`config.mk`:
```
export PLATFORM = sky130hd
export DESIGN_NAME = wave_sine_ctrl_flat
export DESIGN_NICKNAME = d
export VERILOG_FILES = /design/src/rtl/wave_pkg.sv /design/src/rtl/wave_sine_ctrl_if.sv /design/src/rtl/phase_acc.sv /design/src/rtl/wave_sine_ctrl.sv /design/src/flat_wrapper.sv
export SDC_FILE = /design/constraint.sdc
export NUM_CORES = 1
export LEC_CHECK = 0
export BUFFER_PORTS_ARGS = -buffer_cell sky130_fd_sc_hd__buf_2
export CAP_MARGIN = 40
export CORE_MARGIN = 10
export CORE_UTILIZATION = 38
export CTS_BUF_LIST = sky130_fd_sc_hd__clkbuf_4
export DETAILED_ROUTE_END_ITERATION = 8
export PLACE_DENSITY = 0.6
export RECOVER_POWER = 50
export SLEW_MARGIN = 10
export SYNTH_ARGS = -nofsm -noshare
export SYNTH_HDL_FRONTEND = slang
export SYNTH_SLANG_ARGS = --single-unit
```
`constraint.sdc`:
```
create_clock -name i_clk -period 4.7 [get_ports i_clk]
set_clock_uncertainty 0.2 [all_clocks]
set_input_delay 0.47 -clock i_clk [delete_from_list [all_inputs] [get_ports i_clk]]
set_output_delay 0.47 -clock i_clk [all_outputs]
set_load 0.02 [all_outputs]
```
`src/rtl/wave_pkg.sv`:
```
// Shared definitions for the sine-wave controller.
//   state_e  - controller FSM states
//   PHASE_W  - default phase accumulator width
//   ADDR_W   - default sine table index width (table depth 2^ADDR_W = 1024)
//   CNT_W    - default burst counter width
//   LUT_LAT  - cycles from index issue to valid sine sample
package wave_pkg;

    localparam int unsigned PHASE_W = 32;
    localparam int unsigned ADDR_W  = 10;
    localparam int unsigned CNT_W   = 16;
    localparam int unsigned LUT_LAT = 1;

    typedef enum logic [1:0] {
        StIdle,
        StRun,
        StDrain
    } state_e;

endpackage

```
`src/rtl/wave_sine_ctrl_if.sv`:
```
// Control / sample-stream bundle for wave_sine_ctrl.
//   i_start, i_stop          - one-cycle command pulses
//   i_ftw                    - frequency tuning word
//   i_phase_ofs              - phase offset added to every index
//   i_burst_len              - samples per burst, 0 = continuous
//   i_ready                  - downstream accepts the current sample
//   o_phase_count            - index driven to the sine lookup
//   o_valid, o_busy, o_done  - sample valid, not idle, burst finished pulse
// master: the side driving commands (bench / host); slave: the controller.
interface wave_sine_ctrl_if #(
    parameter int unsigned PHASE_W = wave_pkg::PHASE_W,
    parameter int unsigned ADDR_W  = wave_pkg::ADDR_W,
    parameter int unsigned CNT_W   = wave_pkg::CNT_W
) ();

    logic               i_start;
    logic               i_stop;
    logic [PHASE_W-1:0] i_ftw;
    logic [ADDR_W-1:0]  i_phase_ofs;
    logic [CNT_W-1:0]   i_burst_len;
    logic               i_ready;
    logic [ADDR_W-1:0]  o_phase_count;
    logic               o_valid;
    logic               o_busy;
    logic               o_done;

    modport master (
        output i_start, i_stop, i_ftw, i_phase_ofs, i_burst_len, i_ready,
        input  o_phase_count, o_valid, o_busy, o_done
    );

    modport slave (
        input  i_start, i_stop, i_ftw, i_phase_ofs, i_burst_len, i_ready,
        output o_phase_count, o_valid, o_busy, o_done
    );

endinterface

```
`src/rtl/phase_acc.sv`:
```
// Phase accumulator: acc <= 0 on clear, acc <= acc + ftw (wrapping) when enabled.
//   i_clk, i_rst - clock, async active-high reset
//   i_clr        - synchronous clear (wins over i_en)
//   i_en         - add i_ftw this cycle
//   i_ftw        - frequency tuning word
//   o_acc        - current accumulator value
module phase_acc #(
    parameter int unsigned PHASE_W = wave_pkg::PHASE_W
) (
    input  logic               i_clk,
    input  logic               i_rst,
    input  logic               i_clr,
    input  logic               i_en,
    input  logic [PHASE_W-1:0] i_ftw,
    output logic [PHASE_W-1:0] o_acc
);

    logic [PHASE_W-1:0] acc_q, acc_d;

    always_comb begin
        acc_d = acc_q;
        if (i_clr) begin
            acc_d = '0;
        end else if (i_en) begin
            acc_d = acc_q + i_ftw;
        end
    end

    always_ff @(posedge i_clk or posedge i_rst) begin
        if (i_rst) begin
            acc_q <= '0;
        end else begin
            acc_q <= acc_d;
        end
    end

    assign o_acc = acc_q;

endmodule

```
`src/rtl/wave_sine_ctrl.sv`:
```
// Burst controller for a DDS sine lookup. Issues one phase index per cycle while
// running and downstream is not stalled; a 1-cycle lookup follows each index, so
// o_valid is registered alongside o_phase_count.
//   i_clk, i_rst - clock, async active-high reset
//   bus (slave)  - commands, config, ready in; index / valid / busy / done out
module wave_sine_ctrl #(
    parameter int unsigned PHASE_W = wave_pkg::PHASE_W,
    parameter int unsigned ADDR_W  = wave_pkg::ADDR_W,
    parameter int unsigned CNT_W   = wave_pkg::CNT_W
) (
    input  logic            i_clk,
    input  logic            i_rst,
    wave_sine_ctrl_if.slave bus
);

    import wave_pkg::*;

    state_e             state_q, state_d;
    logic [PHASE_W-1:0] ftw_q;
    logic [ADDR_W-1:0]  ofs_q;
    logic [CNT_W-1:0]   len_q;
    logic [CNT_W-1:0]   cnt_q, cnt_d, cnt_inc;
    logic [ADDR_W-1:0]  phase_q, phase_d;
    logic               valid_q, valid_d;
    logic               done_q, done_d;
    logic               start_ok, issue, last_issue, drained;
    logic [PHASE_W-1:0] acc;

    // Fractional phase bits only matter for the carry into the index bits.
    logic unused_acc_frac;
    assign unused_acc_frac = ^acc[PHASE_W-ADDR_W-1:0];

    phase_acc #(
        .PHASE_W (PHASE_W)
    ) u_phase_acc (
        .i_clk (i_clk),
        .i_rst (i_rst),
        .i_clr (start_ok),
        .i_en  (issue),
        .i_ftw (ftw_q),
        .o_acc (acc)
    );

    always_comb begin
        start_ok   = (state_q == StIdle) && bus.i_start;
        // Stall only when a presented sample is being refused.
        issue      = (state_q == StRun) && !(valid_q && !bus.i_ready);
        cnt_inc    = cnt_q + 1'b1;
        last_issue = issue && (len_q != '0) && (cnt_inc == len_q);
        drained    = !valid_q || bus.i_ready;

        state_d = state_q;
        done_d  = 1'b0;
        unique case (state_q)
            StIdle:  if (start_ok) state_d = StRun;
            StRun:   if (last_issue || bus.i_stop) state_d = StDrain;
            StDrain: begin
                if (drained) begin
                    state_d = StIdle;
                    done_d  = 1'b1;
                end
            end
            default: state_d = StIdle;
        endcase

        cnt_d = cnt_q;
        if (start_ok) begin
            cnt_d = '0;
        end else if (issue) begin
            cnt_d = cnt_inc;
        end

        // Index holds while stalled so the lookup output stays put.
        phase_d = issue ? (acc[PHASE_W-1 -: ADDR_W] + ofs_q) : phase_q;

        // Issue and accept in the same cycle keep valid high: no bubble.
        valid_d = valid_q;
        if (issue) begin
            valid_d = 1'b1;
        end else if (valid_q && bus.i_ready) begin
            valid_d = 1'b0;
        end
    end

    always_ff @(posedge i_clk or posedge i_rst) begin
        if (i_rst) begin
            state_q <= StIdle;
            ftw_q   <= '0;
            ofs_q   <= '0;
            len_q   <= '0;
            cnt_q   <= '0;
            phase_q <= '0;
            valid_q <= 1'b0;
            done_q  <= 1'b0;
        end else begin
            state_q <= state_d;
            cnt_q   <= cnt_d;
            phase_q <= phase_d;
            valid_q <= valid_d;
            done_q  <= done_d;
            if (start_ok) begin
                ftw_q <= bus.i_ftw;
                ofs_q <= bus.i_phase_ofs;
                len_q <= bus.i_burst_len;
            end
        end
    end

    assign bus.o_phase_count = phase_q;
    assign bus.o_valid       = valid_q;
    assign bus.o_busy        = (state_q != StIdle);
    assign bus.o_done        = done_q;

endmodule

```
`src/flat_wrapper.sv`:
```
// flat-port wrapper written by rule: the top's interface ports become plain ports
module wave_sine_ctrl_flat import wave_pkg::*;
#(
    parameter int unsigned PHASE_W = wave_pkg::PHASE_W,
    parameter int unsigned ADDR_W  = wave_pkg::ADDR_W,
    parameter int unsigned CNT_W   = wave_pkg::CNT_W
)
  (i_clk, i_rst, bus_i_start, bus_i_stop, bus_i_ftw, bus_i_phase_ofs, bus_i_burst_len, bus_i_ready, bus_o_phase_count, bus_o_valid, bus_o_busy, bus_o_done);
  wave_sine_ctrl_if #(.PHASE_W(PHASE_W), .ADDR_W(ADDR_W), .CNT_W(CNT_W)) bus_i ();
  input  logic i_clk;
  input  logic i_rst;
  input wire logic [$bits(bus_i.i_start)-1:0] bus_i_start;
  input wire logic [$bits(bus_i.i_stop)-1:0] bus_i_stop;
  input wire logic [$bits(bus_i.i_ftw)-1:0] bus_i_ftw;
  input wire logic [$bits(bus_i.i_phase_ofs)-1:0] bus_i_phase_ofs;
  input wire logic [$bits(bus_i.i_burst_len)-1:0] bus_i_burst_len;
  input wire logic [$bits(bus_i.i_ready)-1:0] bus_i_ready;
  output wire logic [$bits(bus_i.o_phase_count)-1:0] bus_o_phase_count;
  output wire logic [$bits(bus_i.o_valid)-1:0] bus_o_valid;
  output wire logic [$bits(bus_i.o_busy)-1:0] bus_o_busy;
  output wire logic [$bits(bus_i.o_done)-1:0] bus_o_done;
  assign bus_i.i_start = bus_i_start;
  assign bus_i.i_stop = bus_i_stop;
  assign bus_i.i_ftw = bus_i_ftw;
  assign bus_i.i_phase_ofs = bus_i_phase_ofs;
  assign bus_i.i_burst_len = bus_i_burst_len;
  assign bus_i.i_ready = bus_i_ready;
  assign bus_o_phase_count = bus_i.o_phase_count;
  assign bus_o_valid = bus_i.o_valid;
  assign bus_o_busy = bus_i.o_busy;
  assign bus_o_done = bus_i.o_done;
  wave_sine_ctrl #(.PHASE_W(PHASE_W), .ADDR_W(ADDR_W), .CNT_W(CNT_W)) u_core (.i_clk(i_clk), .i_rst(i_rst), .bus(bus_i));
endmodule
```
==> impl_results.md <==
- Clock sink total: 120
- Reg2reg setup slack: 1.27 ns
- Worst Tran Pin Value: 2.58 ns
- Worst skew pair latency: 0.52 ns
- Startpoint types: register
- Relative slew slack: -72.0%
- Final #Nets: 1023
- Failing checks: max-capacitance violations, max-slew violations
- Post-synthesis sequential area ratio: 44.2%
- Peak VDD IR: 323 uV
- Initial DRC Count: 227
- CTS Buf Count: 17
- Overflow after GRT: 0
- CTS tree: done
- M2 GR Usage: 22.2%
- I/O pin count: 76
- Post-Syn Area: 6790 sq um
- Top-count cell post-synth: nand2_1
- Mapped Nets: 889
- Filler cells: 1744
- Status: finished with violations
- Synth warn: 0
- Fin. Hold Viols: 0
- Largest area contributor in the netlist: dfrtp_1
- CTS Root Cell: clkbuf_4
- Crit Path Category: register to register
- Post-synth EDFFs: 0
- Hpwl dp: 11.3 mm
- Power per standard cell area: 611 nW/um^2
- Vias per cell: 4.90
- Arrival @ worst endpoint: 3.63 ns
- Fin Setup TNS: 0 ns
- Power, Total: 5.07 mW
- DRT Pass-1 Iters: 6
- Multi-input logic area: 3640 sq um
- Share of cells above drive strength 1: 12.8%
- RSZ-0062 raised after global routing: false
- HP Start: u_core.bus.o_phase_count[3]$_DFFE_PP0P_
- Vias: 5670
- FF-to-FF End: u_core.ofs_q[1]$_DFFE_PP0P_
- Final Max Tran Viols: 118
- First-pass GRT wire length: 27.9 mm
- Gpl congestion: 0.849
- Fmax: 291 MHz
- Total area of sequential cells: 3000 sq um
- Clock H-tree levels: 4
- Mapped Cells: 783
- Final period util: 73.0%
- Synth top area share: 44.2%
- Worst-path clk slew: 0.11 ns
- Routed len/inst: 14.1 um
- HP Class: register to register
- Leak Pwr: 4.03 nW
- Hold Path Sink: u_core.bus.o_phase_count[3]$_DFFE_PP0P_
- Top cells by count, synth: nand2_1 (251), dfrtp_1 (120), o21ai_0 (69)
- FF-to-FF Start: u_core.state_q[0]$_DFFE_PP0P_
- Drt drc: 0
- ANT nets after route: 0
- Drt total wl: 16.3 mm
- Setup-failing EPs final: 0
- Die Wd: 154 um
- Met3 Usage GRT: 3.18%
- Max Cap Viol: 2
- Peak-usage layer in the global routing report: met2
- Largest net degree at the start of global routing: 61
- Worst Hold Depth: 2
- Async SR Flop Fraction: 100%
- Initial antenna violation count: 1
- Min Tclk post-route: 3.43 ns
- Row count: 48
- Starting Density: 39.0%
- Vias in the first global route: 5660
- Most used DFF post-synth: dfrtp_1
- IO buf count: 75
- Die area: 23600 sq um
- Setup crit end kind: register
- Total global-route track usage: 14.1%
- Final Util: 47.6%
- Synth Register Bits: 120
- Synth cell types: 59
- Worst Path Required: 4.90 ns
- Synth Area per Inst: 8.68 sq um
- Max FO, Critical Path: 60
- Met1 Usage GRT: 19.1%
- Largest cells by area after synthesis: dfrtp_1 (44%), nand2_1 (14%), ha_1 (7.6%), o21ai_0 (5.1%), xnor2_1 (4.9%)
- Maximum clock path buffer count: 2
- Die Span Y: 154 um
- Worst r2r path cells: 5
- Core ar.: 17400 sq um
- Area delta synth->final: 22.0%
-- power breakdown --
part / switching [mW] / leakage, nW / internal (mW)
sequential: 0.314 / 1.54 / 1.44
combinational: 1.50 / 2.35 / 1.05
clock: 0.400 / 0.153 / 0.368
-- placed cells by master (no fill, tap or decap), drive strengths merged, types with 2 or more instances in the layout --
| master | n |
|---|---|
| nand2 | 251 |
| xnor2 | 38 |
| mux2i | 2 |
| a311oi | 2 |
| a21oi | 44 |
| o21ai | 80 |
| and3 | 12 |
| a31oi | 5 |
| a211oi | 4 |
| clkinv | 8 |
| inv | 13 |
| o211ai | 3 |
| buf | 68 |
| o21bai | 4 |
| clkinvlp | 4 |
| nand4 | 6 |
| nor2b | 3 |
| nor3b | 3 |
| and2 | 3 |
| a2111oi | 2 |
| xor2 | 23 |
| a22o | 4 |
| a21o | 13 |
| nand3b | 2 |
| nor3 | 2 |
| nand2b | 11 |
| nor4 | 6 |
| nor2 | 28 |
| bufinv | 3 |
| o31ai | 4 |
| dfrtp | 120 |
| fa | 2 |
| ha | 41 |
| or2 | 2 |
| nand3 | 10 |
| dlygate4sd3 | 61 |
| clkbuf | 32 |
-- cells by family after synthesis --
kind of cell	share of synthesized area (%)
adders and majority gates	8.14
and+or+nand+nor	21.2
xor gates and xnor gates	7.86
AOI/OAI and AO/OA	15.9
buffers and inverters	2.36
muxes	0.295
DFF	44.2
-- registers in the layout, indices dropped and copies added (netlist names) --
signal,cells
u_core.u_phase_acc.o_acc,32
u_core.bus.o_done,1
u_core.ftw_q,32
u_core.len_q,16
u_core.bus.o_phase_count,10
u_core.bus.o_valid,1
u_core.state_q,2
u_core.cnt_q,16
u_core.ofs_q,10
-- worst max-delay path, stage by stage, from the launching register on --
cell	delay, ns
dfrtp_1	0.42
nor2_1	0.21
and2_2	0.20
clkbuf_1	1.83
nand2_1	0.30
o21ai_0	0.16
-- repair_timing --
item                      4_1_cts  5_1_grt
hold endpoints to repair      114        0
hold buffers                   61        0
buffers inserted                0        0
resized for setup               0        0
-- area by class of cell --
type | count | share of cell area [%]
clock inverters | 14 | 1.90
repair buffers | 143 | 12.3
diodes | 1 | 0.0302
inverters | 14 | 0.649
well taps | 225 | 3.40
flip-flops and latches | 120 | 36.2
multi-input cells | 621 | 43.9
clock buffers | 18 | 1.63
-- routing by layer --
metal / vias up / wire length (um)
li1: 2935 / -
met1: 2645 / 8050
met2: 79 / 7580
met3: 11 / 493
met4: 0 / 174
met5: - / 0
-- stage by stage --
stage	setup WS, ns	instances	hold WS (ns)	instance area [sq um]
final	1.27	1156	0.286	8290
after global placement	1.69	1062	0.258	7400
after detailed placement	1.59	1062	0.269	7400
after floorplan	0.844	783	0.246	6790
after CTS	1.53	1155	0.279	8310
after global routing	0.778	1156	0.308	8290
-- worst max-delay path by stage --
stage / startpoint / to / cells after the start
final: u_core.state_q[0]$_DFFE_PP0P_ / u_core.ofs_q[1]$_DFFE_PP0P_ / 5
after global routing: u_core.state_q[0]$_DFFE_PP0P_ / u_core.ofs_q[1]$_DFFE_PP0P_ / 5
after CTS: u_core.u_phase_acc.o_acc[0]$_DFFE_PP0P_ / u_core.u_phase_acc.o_acc[28]$_DFFE_PP0P_ / 12
after detailed placement: u_core.ftw_q[0]$_DFFE_PP0P_ / u_core.u_phase_acc.o_acc[28]$_DFFE_PP0P_ / 12
after global placement: u_core.u_phase_acc.o_acc[0]$_DFFE_PP0P_ / u_core.u_phase_acc.o_acc[28]$_DFFE_PP0P_ / 12
after floorplan: i_rst / u_core.bus.o_done$_DFF_PP0_ / 1
No activity file was read; power rests on OpenSTA's default activity.
